**src/rtl/mem_arbiter.sv**
```systemverilog
// Two-port arbiter and three-phase sequencer (ADDR, DATA, DONE) for the single-port data RAM.
// Port 0 is the CPU control unit; port 1 is the loader/debug port and can lock a burst.
module mem_arbiter #(
  parameter int DATA_W     = 8,
  parameter int ADDR_W     = 8,
  parameter int FIXED_PRIO = 0
) (
  input  logic              i_clk,
  input  logic              i_reset,
  input  logic              i_req0,
  input  logic              i_req1,
  input  logic              i_we0,
  input  logic              i_we1,
  input  logic [ADDR_W-1:0] i_addr0,
  input  logic [ADDR_W-1:0] i_addr1,
  input  logic [DATA_W-1:0] i_wdata0,
  input  logic [DATA_W-1:0] i_wdata1,
  input  logic              i_lock1,
  output logic              o_ack0,
  output logic              o_ack1,
  output logic [DATA_W-1:0] o_rdata,
  output logic [1:0]        o_grant,
  output logic              o_busy,
  output logic [ADDR_W-1:0] o_ramAddress,
  output logic              o_ramAddressEn,
  output logic [DATA_W-1:0] o_ramWriteData,
  output logic              o_ramWriteEn,
  output logic              o_ramOE,
  input  logic [DATA_W-1:0] i_ramReadData
);

  typedef enum logic [1:0] {IDLE = 2'd0, ADDR = 2'd1, DATA = 2'd2, DONE = 2'd3} state_t;

  state_t            state_r, nextState_s;
  logic              owner_r, lastServed_r, we_r;
  logic [ADDR_W-1:0] addr_r, ramAddress_r;
  logic [DATA_W-1:0] wdata_r, ramWriteData_r, rdata_r;
  logic [1:0]        grant_r;
  logic              ack0_r, ack1_r, ramAddressEn_r, ramWriteEn_r, ramOE_r;
  logic              load_s, loadPort_s, winner_s, selWe_s;
  logic [ADDR_W-1:0] selAddr_s;
  logic [DATA_W-1:0] selWdata_s;

  // Tie-break: fixed priority favours port 1, otherwise the port not served last.
  always_comb begin
    winner_s = 1'b0;
    if (i_req0 && i_req1) begin
      if (FIXED_PRIO != 32'sd0) begin
        winner_s = 1'b1;
      end else begin
        winner_s = ~lastServed_r;
      end
    end else begin
      winner_s = i_req1;
    end
  end

  // Next-state logic and request capture decision.
  always_comb begin
    nextState_s = state_r;
    load_s      = 1'b0;
    loadPort_s  = 1'b0;
    case (state_r)
      IDLE: begin
        if (i_req0 || i_req1) begin
          load_s      = 1'b1;
          loadPort_s  = winner_s;
          nextState_s = ADDR;
        end else begin
          nextState_s = IDLE;
        end
      end
      ADDR: nextState_s = DATA;
      DATA: nextState_s = DONE;
      DONE: begin
        // A locked port-1 owner chains straight into its next access.
        if (i_lock1 && owner_r && i_req1) begin
          load_s      = 1'b1;
          loadPort_s  = 1'b1;
          nextState_s = ADDR;
        end else begin
          nextState_s = IDLE;
        end
      end
      default: nextState_s = IDLE;
    endcase
  end

  // Winner's request fields, selected for capture.
  always_comb begin
    selWe_s    = loadPort_s ? i_we1    : i_we0;
    selAddr_s  = loadPort_s ? i_addr1  : i_addr0;
    selWdata_s = loadPort_s ? i_wdata1 : i_wdata0;
  end

  // State, latched request and registered RAM strobes aligned with the next state.
  always_ff @(posedge i_clk) begin
    if (i_reset) begin
      state_r        <= IDLE;
      owner_r        <= 1'b0;
      lastServed_r   <= 1'b1;
      we_r           <= 1'b0;
      addr_r         <= {ADDR_W{1'b0}};
      wdata_r        <= {DATA_W{1'b0}};
      grant_r        <= 2'b00;
      ack0_r         <= 1'b0;
      ack1_r         <= 1'b0;
      ramAddress_r   <= {ADDR_W{1'b0}};
      ramAddressEn_r <= 1'b0;
      ramWriteData_r <= {DATA_W{1'b0}};
      ramWriteEn_r   <= 1'b0;
      ramOE_r        <= 1'b0;
      rdata_r        <= {DATA_W{1'b0}};
    end else begin
      state_r <= nextState_s;
      if (load_s) begin
        owner_r      <= loadPort_s;
        lastServed_r <= loadPort_s;
        we_r         <= selWe_s;
        addr_r       <= selAddr_s;
        wdata_r      <= selWdata_s;
      end
      if (nextState_s == IDLE) begin
        grant_r <= 2'b00;
      end else if (load_s) begin
        grant_r <= loadPort_s ? 2'b10 : 2'b01;
      end
      ramAddressEn_r <= (nextState_s == ADDR);
      if (nextState_s == ADDR) begin
        ramAddress_r <= selAddr_s;
      end
      ramWriteEn_r <= (nextState_s == DATA) && we_r;
      ramOE_r      <= (nextState_s == DATA) && !we_r;
      if ((nextState_s == DATA) && we_r) begin
        ramWriteData_r <= wdata_r;
      end
      ack0_r <= (nextState_s == DONE) && !owner_r;
      ack1_r <= (nextState_s == DONE) && owner_r;
      if ((state_r == DATA) && !we_r) begin
        rdata_r <= i_ramReadData;
      end
    end
  end

  assign o_ack0         = ack0_r;
  assign o_ack1         = ack1_r;
  assign o_rdata        = rdata_r;
  assign o_grant        = grant_r;
  assign o_busy         = (state_r != IDLE);
  assign o_ramAddress   = ramAddress_r;
  assign o_ramAddressEn = ramAddressEn_r;
  assign o_ramWriteData = ramWriteData_r;
  // Gating with reset keeps a write aborted in DATA from landing on the reset edge.
  assign o_ramWriteEn   = ramWriteEn_r & ~i_reset;
  assign o_ramOE        = ramOE_r;

endmodule

```
**config.mk**
```make
export PLATFORM = sky130hd
export DESIGN_NAME = mem_arbiter
export DESIGN_NICKNAME = d
export VERILOG_FILES = /design/src/rtl/mem_arbiter.sv
export SDC_FILE = /design/constraint.sdc
export NUM_CORES = 1
export LEC_CHECK = 0
export BUFFER_PORTS_ARGS = -buffer_cell sky130_fd_sc_hd__buf_2
export CAP_MARGIN = 10
export CORE_ASPECT_RATIO = 0.5
export CORE_UTILIZATION = 42
export CTS_CLUSTER_DIAMETER = 60
export DETAILED_ROUTE_END_ITERATION = 10
export PLACE_DENSITY = 0.77
export SYNTH_ARGS = -nofsm -noshare
export SYNTH_HDL_FRONTEND = slang
export SYNTH_SLANG_ARGS = --single-unit
```
**constraint.sdc**
```tcl
create_clock -name i_clk -period 3.8 [get_ports i_clk]
set_input_delay 0.19 -clock i_clk [delete_from_list [all_inputs] [get_ports i_clk]]
set_output_delay 0.19 -clock i_clk [all_outputs]
set_load 0.1 [all_outputs]
```
# [Yosys cells after proc, flatten, opt, wreduce, memory -nomap -nowiden]
# Index checks and enable logic that the tools add are counted.
[op_classes] n_shift=0 muxes=13 n_div=0 bitwise_logic=3 addsub=0 n_lt_le_gt_ge=0 multipliers=0 n_reduce_logical=15 n_eq_ne=6
[ops] operator="8-bit 2-to-1 mux" count=2
[ops] operator="2-bit equality test, second input constant" count=4
[ops] operator="1-bit logical AND" count=8
[ops] operator="2-bit case mux with 4 select lines" count=1
[ops] operator="1-bit 2-to-1 mux" count=7
[ops] operator="2-bit by 1-bit equality test with 1-bit output, second input constant" count=2
[ops] operator="2-bit logical NOT" count=2
[ops] operator="1-bit case mux with 2 select lines" count=2
[ops] operator="1-bit logical NOT" count=2
[ops] operator="2-bit 2-to-1 mux" count=1
[ops] operator="1-bit inverter" count=2
[ops] operator="2-bit nonzero test" count=1
[ops] operator="2-bit OR reduction" count=1
[ops] operator="1-bit AND" count=1
[ops] operator="1-bit logical OR" count=1
[totals] reg_bits=44 latch_bits=0 output_inout_bits=32 rom_bits=0 inputBits=47 ram_bits=0 mem_count=0

# [Logic depth before layout (Yosys ltp)]
# Gate-level depths: netlist of the first run.
[depth] word_depth=6 mapped_depth=7 ltp_nobuf=6

# [Worst setup path before layout of the first run]
# Ideal clock, no wire load.
[synth_timing] kind="input to output" start="in i_reset" end="out o_ramWriteEn" required_time_ps=3610 stages=3 setup_slack_ps=1747 arrival_ps=1863 path_cell_list="clkbuf_1 -> clkbuf_1 -> nor2b_1"
[synth_between] elab_chain_len=2
[synth_rtl] item="from (decl)" line="9" text="input logic i_reset,"
[synth_rtl] item="1-bit inverter" line="154" text="assign o_ramWriteEn = ramWriteEn_r & ~i_reset;"
[synth_rtl] item="1-bit AND" line="154"
[synth_rtl] item="to (decl)" line="27" text="output logic o_ramWriteEn,"
# No other way between the ends.

# [Final worst setup path of the first run]
[layout_timing] start="reg state_r[0]" end="reg ramAddress_r[2] (netlist: o_ramAddress[2])"
[layout_between] elab_chain_len=3 word_cells_on_any_way=8
[layout_rtl] item="from (decl)" line="34" text="state_t state_r, nextState_s;"
[layout_rtl] item="from (signal assigned)" line="115" text="state_r <= nextState_s;"
[layout_rtl] item="2-bit equality test, or another cell as far along" line="63" text="case (state_r)"
[layout_rtl] item="2-bit case mux with 4 select lines or 1-bit case mux with 2 select lines (tied branches)" line="63"
[layout_rtl] item="2-bit by 1-bit equality test with 1-bit output or 8-bit 2-to-1 mux (tied branches)" line="129, 92"
[layout_rtl] item="to (signal assigned)" line="108" text="ramAddress_r <= {ADDR_W{1'b0}};"
[layout_rtl] item="to (signal assigned)" line="130" text="ramAddress_r <= selAddr_s;"
[layout_rtl] item="to (decl)" line="36" text="logic [ADDR_W-1:0] addr_r, ramAddress_r;"
# Several ways; a longest one is shown, not always the timed one.
# A chain may end at the register's enable or synchronous reset.

==> results of run 1 <==
## synth_stat cells
| cell type | number | area share |
|---|---|---|
| a211oi_1 | 7 | 0.027 |
| a211oi_2 | 1 | 0.0065 |
| a21oi_1 | 10 | 0.026 |
| a221oi_1 | 7 | 0.032 |
| a311oi_1 | 1 | 0.0046 |
| a31o_1 | 1 | 0.0046 |
| a31oi_2 | 1 | 0.0065 |
| and2_1 | 1 | 0.0033 |
| and3b_1 | 1 | 0.0046 |
| and4_1 | 1 | 0.0046 |
| buf_1 | 1 | 0.0020 |
| buf_2 | 4 | 0.010 |
| buf_4 | 2 | 0.0078 |
| clkbuf_1 | 11 | 0.022 |
| dfxtp_1 | 44 | 0.46 |
| ha_1 | 5 | 0.033 |
| inv_1 | 21 | 0.041 |
| mux2i_1 | 8 | 0.042 |
| nand2_1 | 12 | 0.023 |
| nand2b_1 | 2 | 0.0065 |
| nand3_1 | 17 | 0.044 |
| nand3b_1 | 7 | 0.027 |
| nand4_1 | 1 | 0.0033 |
| nand4b_1 | 9 | 0.041 |
| nor2_1 | 15 | 0.029 |
| nor2b_1 | 2 | 0.0065 |
| nor3_1 | 1 | 0.0026 |
| nor3b_1 | 2 | 0.0078 |
| o211a_1 | 1 | 0.0052 |
| o21ai_0 | 2 | 0.0052 |
| o21ba_2 | 1 | 0.0052 |
| o21bai_1 | 1 | 0.0039 |
| o22ai_1 | 1 | 0.0033 |
| o311ai_0 | 9 | 0.041 |
| or2_0 | 1 | 0.0033 |
| or2_1 | 1 | 0.0033 |
## worst max path at each step
| stage | to | slack (ps) | cells after the start |
|---|---|---|---|
| 3_3_place_gp | o_ramAddress[7] | 1810 | 5 |
| 3_5_place_dp | o_ramAddress[2] | 1750 | 5 |
| 5_1_grt | o_ramAddress[2] | 1580 | 5 |
| 6_report | o_ramAddress[2] | 1740 | 5 |
| 4_1_cts | o_ramAddress[2] | 1730 | 5 |
| 2_1_floorplan | o_ramWriteEn | 1750 | 3 |
## critical path, delay by kind of cell, from the launching register on
kind,cells,cell delay [ps]
compound gates,3,1230
buf+inv,1,110
fa+ha+maj,1,260
flops,1,370
## flip-flops by register name (all words and copies together) (netlist names), 2 cells and up
signal,count
o_rdata,8
wdata_r,8
o_ramAddress,8
o_grant,2
state_r,2
o_ramWriteData,8
## through the flow
| step | instances | util | total power, mW |
|---|---|---|---|
| 2_1_floorplan | 212 | - | 1.371 |
| 3_3_place_gp | 327 | 0.5583 | 1.493 |
| 3_5_place_dp | 327 | 0.5583 | 1.510 |
| 4_1_cts | 335 | 0.5843 | 1.855 |
| 5_1_grt | 335 | 0.5843 | 1.944 |
| 6_report | 335 | 0.5843 | 1.844 |
## power breakdown
part | internal (mW) | switching [mW] | leakage (nW)
Clock | 0.195 | 0.148 | 0.0552
Sequential | 0.558 | 0.0576 | 0.360
Combinational | 0.197 | 0.688 | 0.632
## final cells by class
| type | count | area (sq um) | share of cell area |
|---|---|---|---|
| clock inverters | 2 | 35.03 | 0.01454 |
| repair buffers | 79 | 397.9 | 0.1651 |
| inverters | 21 | 78.83 | 0.03271 |
| well taps | 54 | 67.56 | 0.02804 |
| clock buffers | 6 | 72.57 | 0.03011 |
| flip-flops and latches | 44 | 880.8 | 0.3655 |
| multi-input cells | 129 | 877.1 | 0.3640 |
## layer usage
| layer | up-vias | share of wire | GRT usage |
|---|---|---|---|
| li1 | 888 | - | - |
| met1 | 760 | 0.48 | 0.2300 |
| met2 | 59 | 0.46 | 0.3182 |
| met3 | 2 | 0.065 | 0.04681 |
| met4 | 0 | 0.0046 | 0.04167 |
| met5 | - | 0 | 0 |
## cells by family (layout without fill, tap and decap cells)
kind of cell | count (synthesis) | count (layout)
muxes | 8 | 8
AOI/OAI and AO/OA | 43 | 43
adders and majority gates | 5 | 5
DFF | 44 | 44
buffers and inverters | 39 | 108
and+or+nand+nor | 73 | 73
==> summary.md, run 1 <==
| Metric | Value |
|---|---|
| Overall die area | `4855 sq um` |
| Placer Congestion | `0.7510` |
| Initial core utilization | `0.4648` |
| Initial DRC Count | `55` |
| Reg2reg setup slack | `1740 ps` |
| Initial antenna violation count | `0` |
| Worst Path Arrival | `2250 ps` |
| CTS Hold Bufs | `0` |
| Final period util | `0.5414` |
| Post-DRT Antenna Nets | `0` |
| Routed vias | `1709` |
| Synth Area in Compound Gates | `0.1717` |
| Register area share after synthesis | `0.4595` |
| Synth Area in Simple Gates | `0.2115` |
| Critical path class | `flop to flop` |
| DRT Pass-1 Iters | `5` |
| Netlist cell types | `36` |
| GRT Total Usage | `0.1828` |
| CP cell instances | `inv_1 -> ha_1 -> a31oi_2 -> a211oi_1 -> a221oi_1` |
| CP max FO | `19` |
| Routed vias/inst | `5.101` |
| Hold path depth | `3` |
| H-tree depth | `2` |
| Hold Vio Cnt, Final | `0` |
| CP Launch Type | `flop` |
| Seq cells post-synth | `44` |
| Slew HR | `0.3981` |
| Largest net degree at the start of global routing | `53` |
| First-pass GRT wire length | `7038 microns` |
| CTS sink count | `44` |
| Place WS | `1754 ps` |
| Crit-path slowest cell | `a31oi_2` |
| Worst Setup SP | `state_r[0]` |
| Clock skew | `2.668 ps` |
| Status | `finished, final reports clean` |
| Resized Gates After CTS | `0` |
| Max-cap violation count | `0` |
| Die W | `97.54 microns` |
| Worst Slack Setup Final | `1743 ps` |
| Nets | `332` |
| Worst-case clock buffer depth | `2` |
| Worst Path Required | `3990 ps` |
| Commonest non-fill, non-tap cell in the layout | `buf_2` |
| Area grow syn2layout | `25.72%` |
| Cells after synthesis | `212` |
| R2r endpoint | `o_ramAddress[2]` |
| Post-CTS Setup Bufs | `0` |
| Core area | `4124 sq um` |
| Worst hold path type | `input port to flop` |
| Xor and xnor area share after synthesis | `0` |
| Hold path start | `i_wdata1[2]` |
| Final instance area | `2410 sq um` |
| Detailed placement HPWL | `3137 microns` |
| Fmax achieved | `486.1 MHz` |
| GRT overflow | `0` |
| Worst R2R Start | `state_r[0]` |
| Slowest Stage Delay on Critical Path | `760 ps` |
| Critical Path Sink Type | `flop` |
| Min Clock Period, post-route | `2057 ps` |
| Hold WS | `137.6 ps` |
| Avg WL per Cell | `12.92 microns` |
| Residual DRC | `0` |
| Die Ht | `49.77 microns` |
| Clock root cell | `clkbuf_8` |
| Nets in the synthesized netlist | `264` |
| Placed inst area | `2302 sq um` |
| Most frequent cells in the layout | `buf_2 (78), dfxtp_1 (44), inv_1 (21)` |
| Post-Synth Adder-Cell Area | `0.03264` |
| TritonCTS buffer count | `5` |
| Actual slew at the worst max-slew pin | `899.9 ps` |
| Final setup viols | `0` |
| Worst vdd ir | `0.2715 mV` |
| Ports | `79` |
| TritonCTS clock tree | `done` |
| Avg Cell Area, Syn | `9.042 sq um` |
| P per Cell Area | `765.1 nW/um^2` |
| Worst Hold End | `wdata_r[2]` |
| Std cell rows | `16` |
| Post-synthesis mux area share | `0.04178` |
| Share of layout cells above drive strength 1 | `0.3167` |
| Worst-path clk slew | `80 ps` |
| Worst R2R Path Depth | `5` |
| RSZ-0062 raised after global routing | `false` |
| Main combinational cell family by area after synthesis | `simple AND/OR/NAND/NOR gates` |
| Synth Cell Area | `1917 sq um` |
| Pleak | `1.047 nW` |
| Syn. warnings | `0` |
| Pins Over Slew Limit | `0` |
| # fillers | `381` |
| Sum Neg Setup Slack | `0 ps` |
| ANT cells | `0` |
| Vias in the first global route | `1558` |
| Port Buffers | `78` |
| Latest clock arrival within the worst-skew pair | `280 ps` |
| Final wirelength | `4328 microns` |
No activity file was read; power rests on OpenSTA's default activity.
==> run 2: changes to the inputs <==
--- a/config.mk
+++ b/config.mk
@@ -5,13 +5,14 @@
 export SDC_FILE = /design/constraint.sdc
 export NUM_CORES = 1
 export LEC_CHECK = 0
+export ABC_AREA = 1
 export BUFFER_PORTS_ARGS = -buffer_cell sky130_fd_sc_hd__buf_2
 export CAP_MARGIN = 10
 export CORE_ASPECT_RATIO = 0.5
 export CORE_UTILIZATION = 42
 export CTS_CLUSTER_DIAMETER = 60
 export DETAILED_ROUTE_END_ITERATION = 10
-export PLACE_DENSITY = 0.77
+export PLACE_DENSITY = 0.76
 export SYNTH_ARGS = -nofsm -noshare
 export SYNTH_HDL_FRONTEND = slang
 export SYNTH_SLANG_ARGS = --single-unit
==> constraint.sdc (replaced) <==
create_clock -name i_clk -period 2 [get_ports i_clk]
set_input_delay 0.1 -clock i_clk [delete_from_list [all_inputs] [get_ports i_clk]]
set_output_delay 0.1 -clock i_clk [all_outputs]
set_load 0.1 [all_outputs]
==> summary.md, run 2 <==
| Metric | Value |
|---|---|
| Status | `finished, final reports clean` |
| TritonCTS clock tree | `done` |
| Die W | `101.5 microns` |
| Min Clock Period, post-route | `1742 ps` |
| Post-synth ARST share | `0` |
| Latest clock arrival within the worst-skew pair | `300 ps` |
| Netlist cell types | `19` |
| Synth Flop Type | `dfxtp_1` |
| Worst R2R Path Depth | `10` |
| Final setup viols | `0` |
| Commonest non-fill, non-tap cell in the layout | `nor2_1` |
| Detailed placement HPWL | `3522 microns` |
| P per Cell Area | `1504 nW/um^2` |
| Overall die area | `5251 sq um` |
| ANT cells | `0` |
| DRT Pass-1 Iters | `4` |
| Worst R2R Start | `state_r[0]` |
| Top-area cell type share of the netlist area | `0.4238` |
| Initial core utilization | `0.4544` |
| H-tree depth | `2` |
| CP most frequent cell | `nor2_1` |
| # fillers | `449` |
| Nets in the synthesized netlist | `347` |
| Synth Cell Area | `2078 sq um` |
| Hold path depth | `3` |
| RSZ-0062 raised after global routing | `false` |
| Slew HR | `0.5131` |
| Initial antenna violation count | `0` |
| Cells after synthesis | `295` |
| Register area share after synthesis | `0.4238` |
| Std cell rows | `17` |
| Worst-path clk slew | `90 ps` |
| Clock skew | `6.856 ps` |
| Syn. warnings | `0` |
| Area grow syn2layout | `23.84%` |
| First-pass GRT wire length | `7707 microns` |
| GRT Total Usage | `0.1923` |
| CP Launch Type | `flop` |
| Share of layout cells above drive strength 1 | `0.2861` |
| Initial DRC Count | `69` |
| TritonCTS buffer count | `5` |
| Post-CTS Setup Bufs | `0` |
| Critical path class | `flop to flop` |
| Avg Cell Area, Syn | `7.045 sq um` |
| Residual DRC | `0` |
| Slowest Stage Delay on Critical Path | `400 ps` |
| Core area | `4573 sq um` |
| Crit-path slowest cell | `dfxtp_1` |
| Placer Congestion | `0.8201` |
| CP Capture Point | `o_ramAddress[1]` |
| R2r endpoint | `o_ramAddress[1]` |
| Pins Over Slew Limit | `0` |
| Port Buffers | `78` |
| Count leader, synth | `nor2_1` |
| EDFF count, synth | `0` |
| Seq cells post-synth | `44` |
| Final period util | `0.8710` |
| Sum Neg Setup Slack | `0 ps` |
| Actual slew at the worst max-slew pin | `729.5 ps` |
| Nets | `425` |
| Worst hold path type | `input port to flop` |
| Top cells by area, synth | `dfxtp_1 (42%), nor2_1 (18%), nand2_1 (8.3%)` |
| Leading area contributor after synthesis | `dfxtp_1` |
| Clock root cell | `clkbuf_8` |
| Fmax achieved | `574.0 MHz` |
| Most instantiated cells after synthesis | `nor2_1 (97), nand2_1 (46), dfxtp_1 (44)` |
| Largest net degree at the start of global routing | `27` |
| CTS sink count | `44` |
| Post-DRT Antenna Nets | `0` |
| CP max FO | `11` |
| CTS Hold Bufs | `0` |
| Worst Path Arrival | `1940 ps` |
| Critical Path Sink Type | `flop` |
| Ports | `79` |
| Pleak | `1.440 nW` |
| Max-cap violation count | `0` |
| Resized Gates After CTS | `0` |
| Place WS | `281.5 ps` |
| Worst vdd ir | `0.7180 mV` |
| Worst-case clock buffer depth | `2` |
| Routed vias/inst | `4.557` |
| Worst Setup SP | `state_r[0]` |
| Worst Slack Setup Final | `257.9 ps` |
| Final wirelength | `4706 microns` |
| Vias in the first global route | `1795` |
| Avg WL per Cell | `10.70 microns` |
| Routed vias | `2005` |
| CP cell instances | `inv_1 -> ha_1 -> nand2_1 -> inv_1 -> nand2_4 -> nand2_4 -> nand2_2 -> nor2_1 -> nor2_1 -> nor2_1` |
| Reg2reg setup slack | `260 ps` |
| Worst Path Required | `2190 ps` |
| Die Ht | `51.74 microns` |
| Most frequent cells in the layout | `nor2_1 (97), buf_2 (78), nand2_1 (46)` |
| GRT overflow | `0` |
| Hold Vio Cnt, Final | `0` |
## run 2: changes by cell type in the layout (fill, tap and decap cells not counted), sizes merged, moves of 7 or more
cell / change
a211oi: -8
nand4b: -9
inv: +17
nand3: +9
mux2i: -8
nand2: +41
o311ai: -9
a221oi: -7
nor2: +82
o21ai: +17
a21oi: -8
nand3b: -7
## run 2: cell type report
cell class | count | area, sq um | share of cell area
Multi-Input combinational cell | 204 | 950.9 | 0.3695
Clock buffer | 5 | 68.82 | 0.02674
Clock inverter | 3 | 42.54 | 0.01653
Tap cell | 66 | 82.58 | 0.03209
Sequential cell | 44 | 880.8 | 0.3422
Inverter | 38 | 142.6 | 0.05542
Timing Repair Buffer | 80 | 405.4 | 0.1575
## run 2: cells by family after synthesis
family,synth area share
simple gates,0.3769
buf+inv,0.1186
flops,0.4238
compound gates,0.05057
fa+ha+maj,0.03010
## run 2: worst min path at each step
stage / start / endpoint / slack [ps]
floorplan: i_ramReadData[0] / o_rdata[0] / 230
global placement: i_ramReadData[5] / o_rdata[5] / 320
finish: i_ramReadData[7] / o_rdata[7] / 20
global route: i_ramReadData[7] / o_rdata[7] / 20
detailed placement: i_ramReadData[7] / o_rdata[7] / 330
CTS: i_ramReadData[7] / o_rdata[7] / 10
## run 2: power by group
| group | switching (mW) | leakage (nW) | internal [mW] |
|---|---|---|---|
| Clock | 0.311 | 0.0541 | 0.370 |
| Combinational | 1.63 | 1.02 | 0.390 |
| Sequential | 0.0953 | 0.360 | 1.07 |
## run 2: critical path: cells and delay by family, from the launching register on
family                   cells  cell delay [ps]
AND/OR/NAND/NOR              7              820
flip-flops                   1              400
adder cells (fa/ha/maj)      1              240
buffers and inverters        2              170
## run 2: through the flow
step / std cells / area [sq um] / util / hold slack (ps) / total power, mW
floorplan: 295 / 2078 / - / 234.9 / 2.924
global placement: 432 / 2462 / 0.5384 / 323.2 / 3.166
detailed placement: 432 / 2462 / 0.5384 / 327.0 / 3.208
CTS: 440 / 2574 / 0.5628 / 14.34 / 3.895
global route: 440 / 2574 / 0.5628 / 16.49 / 4.115
finish: 440 / 2574 / 0.5628 / 19.64 / 3.872
## run 2: routing by layer
layer / GRT usage / share of wire
met1: 0.2328 / 0.45
met2: 0.3231 / 0.48
met3: 0.05645 / 0.053
met4: 0.08213 / 0.015
met5: 0 / 0
